<file path="src/rtl/ysyx_24080014_ifu_if.sv">
// Fetch-unit bus bundle: next-PC input, memory request/response channel and decode output.
// The IFU drives the master side; memory, jump logic and decode sit on the slave side.
interface ysyx_24080014_ifu_if;
   logic        npc_valid;
   logic [31:0] npc;
   logic        req_valid;
   logic        req_ready;
   logic [31:0] req_addr;
   logic        resp_valid;
   logic        resp_ready;
   logic [31:0] resp_data;
   logic        resp_err;
   logic        inst_valid;
   logic        inst_ready;
   logic [31:0] inst;
   logic [31:0] inst_pc;
   logic [1:0]  inst_fault;
   logic [31:0] fetch_cnt;

   modport master (
      input  npc_valid, npc, req_ready, resp_valid, resp_data, resp_err, inst_ready,
      output req_valid, req_addr, resp_ready, inst_valid, inst, inst_pc, inst_fault, fetch_cnt
   );

   modport slave (
      output npc_valid, npc, req_ready, resp_valid, resp_data, resp_err, inst_ready,
      input  req_valid, req_addr, resp_ready, inst_valid, inst, inst_pc, inst_fault, fetch_cnt
   );
endinterface

</file>
<file path="src/rtl/ysyx_24080014_ifu.sv">
// Instruction fetch unit: holds the PC, issues one fetch at a time and hands
// each instruction with its PC and fault code to decode.
module ysyx_24080014_ifu #(
   parameter logic [31:0] RESET_PC = 32'h8000_0000
) (
   input  logic                clk,
   input  logic                rst_n,
   ysyx_24080014_ifu_if.master bus
);

   typedef enum logic [2:0] {
      S_IDLE,
      S_REQ,
      S_RESP,
      S_OUT,
      S_WAIT
   } state_t;

   localparam logic [31:0] INST_NOP   = 32'h0000_0013;
   localparam logic [1:0]  FAULT_NONE = 2'b00;
   localparam logic [1:0]  FAULT_MIS  = 2'b10;

   state_t      r_state;
   logic [31:0] r_pc;
   logic [31:0] r_inst;
   logic [1:0]  r_fault;
   logic [31:0] r_fetch_cnt;
   logic        r_req_valid;
   logic        r_resp_ready;
   logic        r_inst_valid;

   logic        w_npc_aligned;

   assign w_npc_aligned = (bus.npc[1:0] == 2'b00);

   // Handshake outputs are registered alongside the state so no input reaches an output combinationally.
   always_ff @(posedge clk or negedge rst_n) begin
      if (!rst_n) begin
         r_state      <= S_IDLE;
         r_pc         <= RESET_PC;
         r_inst       <= '0;
         r_fault      <= FAULT_NONE;
         r_fetch_cnt  <= '0;
         r_req_valid  <= 1'b0;
         r_resp_ready <= 1'b0;
         r_inst_valid <= 1'b0;
      end else begin
         case (r_state)
            S_IDLE: begin
               r_state     <= S_REQ;
               r_req_valid <= 1'b1;
            end
            S_REQ: begin
               if (bus.req_ready) begin
                  r_state      <= S_RESP;
                  r_req_valid  <= 1'b0;
                  r_resp_ready <= 1'b1;
               end
            end
            S_RESP: begin
               if (bus.resp_valid) begin
                  r_state      <= S_OUT;
                  r_inst       <= bus.resp_data;
                  r_fault      <= {1'b0, bus.resp_err};
                  r_resp_ready <= 1'b0;
                  r_inst_valid <= 1'b1;
               end
            end
            S_OUT: begin
               if (bus.inst_ready) begin
                  r_state      <= S_WAIT;
                  r_fetch_cnt  <= r_fetch_cnt + 32'd1;
                  r_inst_valid <= 1'b0;
               end
            end
            S_WAIT: begin
               if (bus.npc_valid) begin
                  r_pc <= bus.npc;
                  if (w_npc_aligned) begin
                     r_state     <= S_REQ;
                     r_req_valid <= 1'b1;
                  end else begin
                     // Misaligned target: skip memory and deliver a NOP tagged with the fault.
                     r_state      <= S_OUT;
                     r_inst       <= INST_NOP;
                     r_fault      <= FAULT_MIS;
                     r_inst_valid <= 1'b1;
                  end
               end
            end
            default: begin
               r_state      <= S_IDLE;
               r_req_valid  <= 1'b0;
               r_resp_ready <= 1'b0;
               r_inst_valid <= 1'b0;
            end
         endcase
      end
   end

   assign bus.req_valid  = r_req_valid;
   assign bus.req_addr   = r_pc;
   assign bus.resp_ready = r_resp_ready;
   assign bus.inst_valid = r_inst_valid;
   assign bus.inst       = r_inst;
   assign bus.inst_pc    = r_pc;
   assign bus.inst_fault = r_fault;
   assign bus.fetch_cnt  = r_fetch_cnt;

endmodule

</file>
<file path="src/flat_wrapper.sv">
// flat-port wrapper written by rule: the top's interface ports become plain ports
module ysyx_24080014_ifu_flat 
#(
   parameter logic [31:0] RESET_PC = 32'h8000_0000
)
  (clk, rst_n, bus_npc_valid, bus_npc, bus_req_ready, bus_resp_valid, bus_resp_data, bus_resp_err, bus_inst_ready, bus_req_valid, bus_req_addr, bus_resp_ready, bus_inst_valid, bus_inst, bus_inst_pc, bus_inst_fault, bus_fetch_cnt);
  ysyx_24080014_ifu_if bus_i ();
  input  logic clk;
  input  logic rst_n;
  input wire logic [$bits(bus_i.npc_valid)-1:0] bus_npc_valid;
  input wire logic [$bits(bus_i.npc)-1:0] bus_npc;
  input wire logic [$bits(bus_i.req_ready)-1:0] bus_req_ready;
  input wire logic [$bits(bus_i.resp_valid)-1:0] bus_resp_valid;
  input wire logic [$bits(bus_i.resp_data)-1:0] bus_resp_data;
  input wire logic [$bits(bus_i.resp_err)-1:0] bus_resp_err;
  input wire logic [$bits(bus_i.inst_ready)-1:0] bus_inst_ready;
  output wire logic [$bits(bus_i.req_valid)-1:0] bus_req_valid;
  output wire logic [$bits(bus_i.req_addr)-1:0] bus_req_addr;
  output wire logic [$bits(bus_i.resp_ready)-1:0] bus_resp_ready;
  output wire logic [$bits(bus_i.inst_valid)-1:0] bus_inst_valid;
  output wire logic [$bits(bus_i.inst)-1:0] bus_inst;
  output wire logic [$bits(bus_i.inst_pc)-1:0] bus_inst_pc;
  output wire logic [$bits(bus_i.inst_fault)-1:0] bus_inst_fault;
  output wire logic [$bits(bus_i.fetch_cnt)-1:0] bus_fetch_cnt;
  assign bus_i.npc_valid = bus_npc_valid;
  assign bus_i.npc = bus_npc;
  assign bus_i.req_ready = bus_req_ready;
  assign bus_i.resp_valid = bus_resp_valid;
  assign bus_i.resp_data = bus_resp_data;
  assign bus_i.resp_err = bus_resp_err;
  assign bus_i.inst_ready = bus_inst_ready;
  assign bus_req_valid = bus_i.req_valid;
  assign bus_req_addr = bus_i.req_addr;
  assign bus_resp_ready = bus_i.resp_ready;
  assign bus_inst_valid = bus_i.inst_valid;
  assign bus_inst = bus_i.inst;
  assign bus_inst_pc = bus_i.inst_pc;
  assign bus_inst_fault = bus_i.inst_fault;
  assign bus_fetch_cnt = bus_i.fetch_cnt;
  ysyx_24080014_ifu #(.RESET_PC(RESET_PC)) u_core (.clk(clk), .rst_n(rst_n), .bus(bus_i));
endmodule
</file>
<file path="config.mk">
export PLATFORM = sky130hd
export DESIGN_NAME = ysyx_24080014_ifu_flat
export DESIGN_NICKNAME = d
export VERILOG_FILES = /design/src/rtl/ysyx_24080014_ifu_if.sv /design/src/rtl/ysyx_24080014_ifu.sv /design/src/flat_wrapper.sv
export SDC_FILE = /design/constraint.sdc
export NUM_CORES = 1
export LEC_CHECK = 0
export CORE_UTILIZATION = 43
export CTS_BUF_LIST = sky130_fd_sc_hd__clkbuf_8
export DETAILED_ROUTE_END_ITERATION = 10
export GPL_ROUTABILITY_DRIVEN = 0
export GPL_TIMING_DRIVEN = 0
export PLACE_DENSITY = 0.94
export SLEW_MARGIN = 15
export SYNTH_ARGS = -nofsm -noshare
export SYNTH_HDL_FRONTEND = slang
export SYNTH_SLANG_ARGS = --single-unit
</file>
<file path="constraint.sdc">
create_clock -name clk -period 2.04 [get_ports clk]
set_input_delay 0.408 -clock clk [delete_from_list [all_inputs] [get_ports clk]]
set_output_delay 0.408 -clock clk [all_outputs]
set_load 0.1 [all_outputs]
</file>
Word-level counts from Yosys, hierarchy flattened
Index checks and enable logic that the tools add are counted.

cells by class
  reductions and logical operators = 13
  bitwise logic cells = 3
  eq/ne operators = 10
  $add $sub $neg = 1
  mux-type cells = 26

operators by type and width
  kind                   number
  $mux 32                3
  $pmux 32 s2            1
  $add 32x1->32 const B  1
  $pmux 3 s5             1
  $mux 3                 4
  $reduce_and 4->1       3
  $ne 2x2->1 const B     5
  $mux 1                 9
  $mux 2                 4
  $pmux 1 s4             2
  $eq 3x2->1 const B     2
  $reduce_and 5->1       1
  $pmux 2 s2             1
  $reduce_and 2->1       2
  $reduce_or 2->1        2
  $eq 3x1->1 const B     1
  $eq 3x3->1 const B     1
  $logic_not 3->1        1
  $not 1->1              3
  $pmux 1 s3             1
  $reduce_and 3->1       1
  $reduce_or 3->1        1
  $logic_not 2->1        1
  $ne 2x1->1 const B     1
  $reduce_bool 2->1      1

storage, ports and cells
  word-level logic and storage cells = 61
  output and inout bits = 133
  input port bits = 71
  register bits = 104

Longest topological paths before layout
  depth in word-level cells = 4
  depth in mapped cells = 7
  depth with buffers taken out = 5

Worst setup path after synthesis
OpenSTA, ideal clock, no wires.

  kind = reg2reg
  from = register u_core.r_fetch_cnt[0], in the netlist u_core.bus.fetch_cnt[0]
  to = register u_core.r_fetch_cnt[26], in the netlist u_core.bus.fetch_cnt[26]
  data arrival time = 2.204 ns
  data required time = 1.881 ns
  cell stages (with the launch flop) = 6
  period minus slack after synthesis = 2.363 ns
  slack = -0.323 ns
  setup time = 0.159 ns
  path buffers = 0
  path through = dfrtp_1 ha_1 nand4_1 nor4_4 nand4_1 xnor2_1

on the way
  cells in the longest elaborated chain, start to end = 1

ends and longest elaborated chain
  item                    line                     RTL
  from (decl)             ysyx_24080014_ifu.sv:27  logic [31:0] r_fetch_cnt;
  from (signal assigned)  ysyx_24080014_ifu.sv:72  r_fetch_cnt <= r_fetch_cnt + 32'd1;
  $add 32x1->32           ysyx_24080014_ifu.sv:72

No other way between the ends.
A chain may end at the register's enable or synchronous reset.

Worst setup path in the final report
  from = register u_core.r_pc[22], in the netlist u_core.bus.inst_pc[22]
  to = output bus_inst_pc[22]

RTL lines
  item                    line                     RTL
  from (decl)             ysyx_24080014_ifu.sv:24  logic [31:0] r_pc;
  from (signal assigned)  ysyx_24080014_ifu.sv:78  r_pc <= bus.npc;
  to (decl)               flat_wrapper.sv:22       output wire logic [$bits(bus_i.inst_pc)-1:0] bus_inst_pc;

No word-level cell between the ends.

==> impl_metrics.py <==
metrics = {
    "run_status": {
        "status": "finished clean",
    },
    "synth": {
        "synthTopCellsByCount": "dfrtp_1, buf_4, mux2_2",
        "yosys.cell_count.top_type": "dfrtp_1",
        "seq_area_frac_synth_pct": 57.5,
        "yosysUniqueCellTypes": 39,
        "postSynthCellCount": 367,
        "synth_nets": 439,
        "synthArstFlopShare_pct": 100,
        "ys_warn_count": 0,
        "synth_edf_count": 0,
        "synthFlopType": "dfrtp_1",
        "netlist_area_um2": 4530,
        "ys_seq_elements": 104,
        "avgSynthCellArea_um2": 12.3,
        "ys_top_cells_by_area": "dfrtp_1, mux2_2, a22o_1",
        "yosysTopAreaCell": "dfrtp_1",
        "netlist.area_leader.share_pct": 56.9,
    },
    "finish": {
        "antennaDiodeCount": 0,
        "multi_input_area_um2": 1580,
        "drive_above_1_share_pct": 36.0,
        "area_growth_pct": 53.9,
        "ff_latch_area_um2": 2630,
        "fill_cells": 773,
        "fin_nets": 656,
    },
    "timing": {
        "finalCritPeriodShare_pct": 98.5,
        "fin_skew_ps": 8.69,
        "tightestPinTransition_ps": 980,
        "rsz0062_at_grt": "true",
        "max_freq_ghz": 0.497,
        "relSlewSlack_pct": 34.9,
        "report.final.slew_viol_count": 0,
        "fin_hold_ws_ps": 474,
        "setup_viol": 0,
        "hold_viol": 0,
        "finalCriticalPeriod_ps": 2010,
    },
    "floorplan": {
        "fp-row-count": 37,
        "die_w_um": 105,
        "initial_utilization_pct": 44.1,
        "io_pins": 204,
        "design.core.area_um2": 10300,
        "die_h_um": 105,
        "die_area_um2": 11000,
    },
    "grt": {
        "antenna_found_initial": 0,
        "grt_pass1_vias": 3851,
        "grt_max_degree": 56,
        "grt_pass1_wl_um": 19300,
        "groute.usage.overall_pct": 22.3,
        "globalRouteOverflowTotal": 0,
    },
    "drt": {
        "drc": 0,
        "routed-via-count": 3678,
        "wl_per_cell_um": 16.4,
        "drt_pass1_iterations": 5,
        "totalWireLength_um": 11900,
        "viasPerCell": 5.07,
        "ant_nets": 0,
        "drt_iter0_drc": 162,
    },
    "critical_path": {
        "worstPathRequired_ps": 1630,
        "slowest_delay_ps": 840,
        "slowest_stage": "clkdlybuf4s15_1",
        "path_class": "register to primary output",
        "end_kind": "primary output",
        "cp.arrival_ps": 1600,
        "path_cells": "clkdlybuf4s15_1",
        "start_kind": "register",
        "cp_num_buf_inv": 1,
        "critPathTopFamily": "buffers and inverters",
        "cp_max_fo": 3,
    },
    "clocking": {
        "cts.sinks": 104,
        "htreeDepth": 3,
        "path_clk_slew_ps": 100,
        "clockRootBuffer": "clkbuf_8",
        "clock_path_buffers": 2,
        "worstSkewPairLatency_ps": 370,
        "tritoncts": "done",
        "numCtsBuffers": 9,
    },
    "placed_design": {
        "port_buffers": 203,
        "place_hpwl_um": 8870,
    },
    "worst_hold_path": {
        "hold_class": "register to register",
    },
    "flow_run": {
        "drv_cap": 0,
    },
}
[final timing paths]
check	slack (ps)	depth (start not counted)	from	endpoint
worst max-delay path	30	1	u_core.bus.inst_pc[22]$_DFFE_PN0P_	bus_inst_pc[22]
worst min-delay path	470	1	u_core.bus.fetch_cnt[31]$_DFFE_PN0P_	u_core.bus.fetch_cnt[31]$_DFFE_PN0P_
worst max register to register	90	7	u_core.r_state[0]$_DFFE_PN0P_	u_core.bus.inst_fault[1]$_DFFE_PN0P_
worst min register to register	470	1	u_core.bus.fetch_cnt[31]$_DFFE_PN0P_	u_core.bus.fetch_cnt[31]$_DFFE_PN0P_
max in group asynchronous	830	3	rst_n	u_core.bus.inst_pc[31]$_DFFE_PN1P_
min in group asynchronous	530	2	rst_n	u_core.bus.inst[24]$_DFFE_PN0P_
[kinds of logic after synthesis]
| kind of cell | after synthesis | synth area share, % |
|---|---|---|
| multiplexers | 34 | 8.39 |
| adder cells (fa/ha/maj) | 1 | 0.276 |
| flip-flops | 104 | 57.5 |
| XOR/XNOR | 31 | 5.99 |
| buffers and inverters | 59 | 8.12 |
| AO/OA/AOI/OAI | 50 | 8.42 |
| AND/OR/NAND/NOR | 88 | 11.3 |
[through the flow]
stage          utilization, %  cells  TNS (ps)  setup slack, ps  area (um2)
2_1_floorplan               -    367         0             14.9        4550
3_3_place_gp             65.7    706   -335380            -3450        6760
3_5_place_dp             66.0    707    -14690             -587        6790
4_1_cts                  68.6    724         0          0.00866        7050
5_1_grt                  67.8    725     -18.1            -18.1        6970
6_report                 67.8    725         0             29.6        6970
[repair_timing]
action | 4_1_cts | 5_1_grt
resized for setup | 284 | 61
pin swaps | 0 | 1
setup endpoints to repair | 147 | 81
hold buffers | 1 | 0
endpoints found under the hold margin | 49 | 0
setup buffers | 0 | 1
[metal layers]
metal | vias up | track usage, % | wire (um)
met1 | 1786 | 26.6 | 4740
met2 | 155 | 38.7 | 6080
met5 | - | 0 | 0
met3 | 27 | 4.80 | 729
met4 | 0 | 9.66 | 340
li1 | 1710 | - | -
[cells in the final DEF (no fill, tap or decap), drive strengths merged, types with 14 or more instances in the layout]
cell type,instances
a22o,30
buf,50
dfrtp,103
nand4,14
clkdlybuf4s50,68
nand2,16
mux2,32
nand3,14
clkdlybuf4s15,91
xnor2,24
clkbuf,41
[layout make-up]
class	instances	share of cell area, %
buffer	48	4.68
clock buffer	11	2.17
clock inverter	5	1.11
inverter	11	0.592
multi-input combinational	204	22.7
sequential	104	37.7
tap	136	2.44
timing repair buffer	206	28.6
[flip-flops by register name, summed over array words and instances (netlist names)]
name	count
u_core.bus.fetch_cnt	32
u_core.bus.inst	32
u_core.bus.inst_fault	2
u_core.bus.inst_pc	32
u_core.bus.inst_valid	1
u_core.bus.req_valid	1
u_core.bus.resp_ready	1
u_core.r_state	3
Power is not shown: default switching activity piles up to over one toggle a cycle in this logic, so the estimate is an artifact.
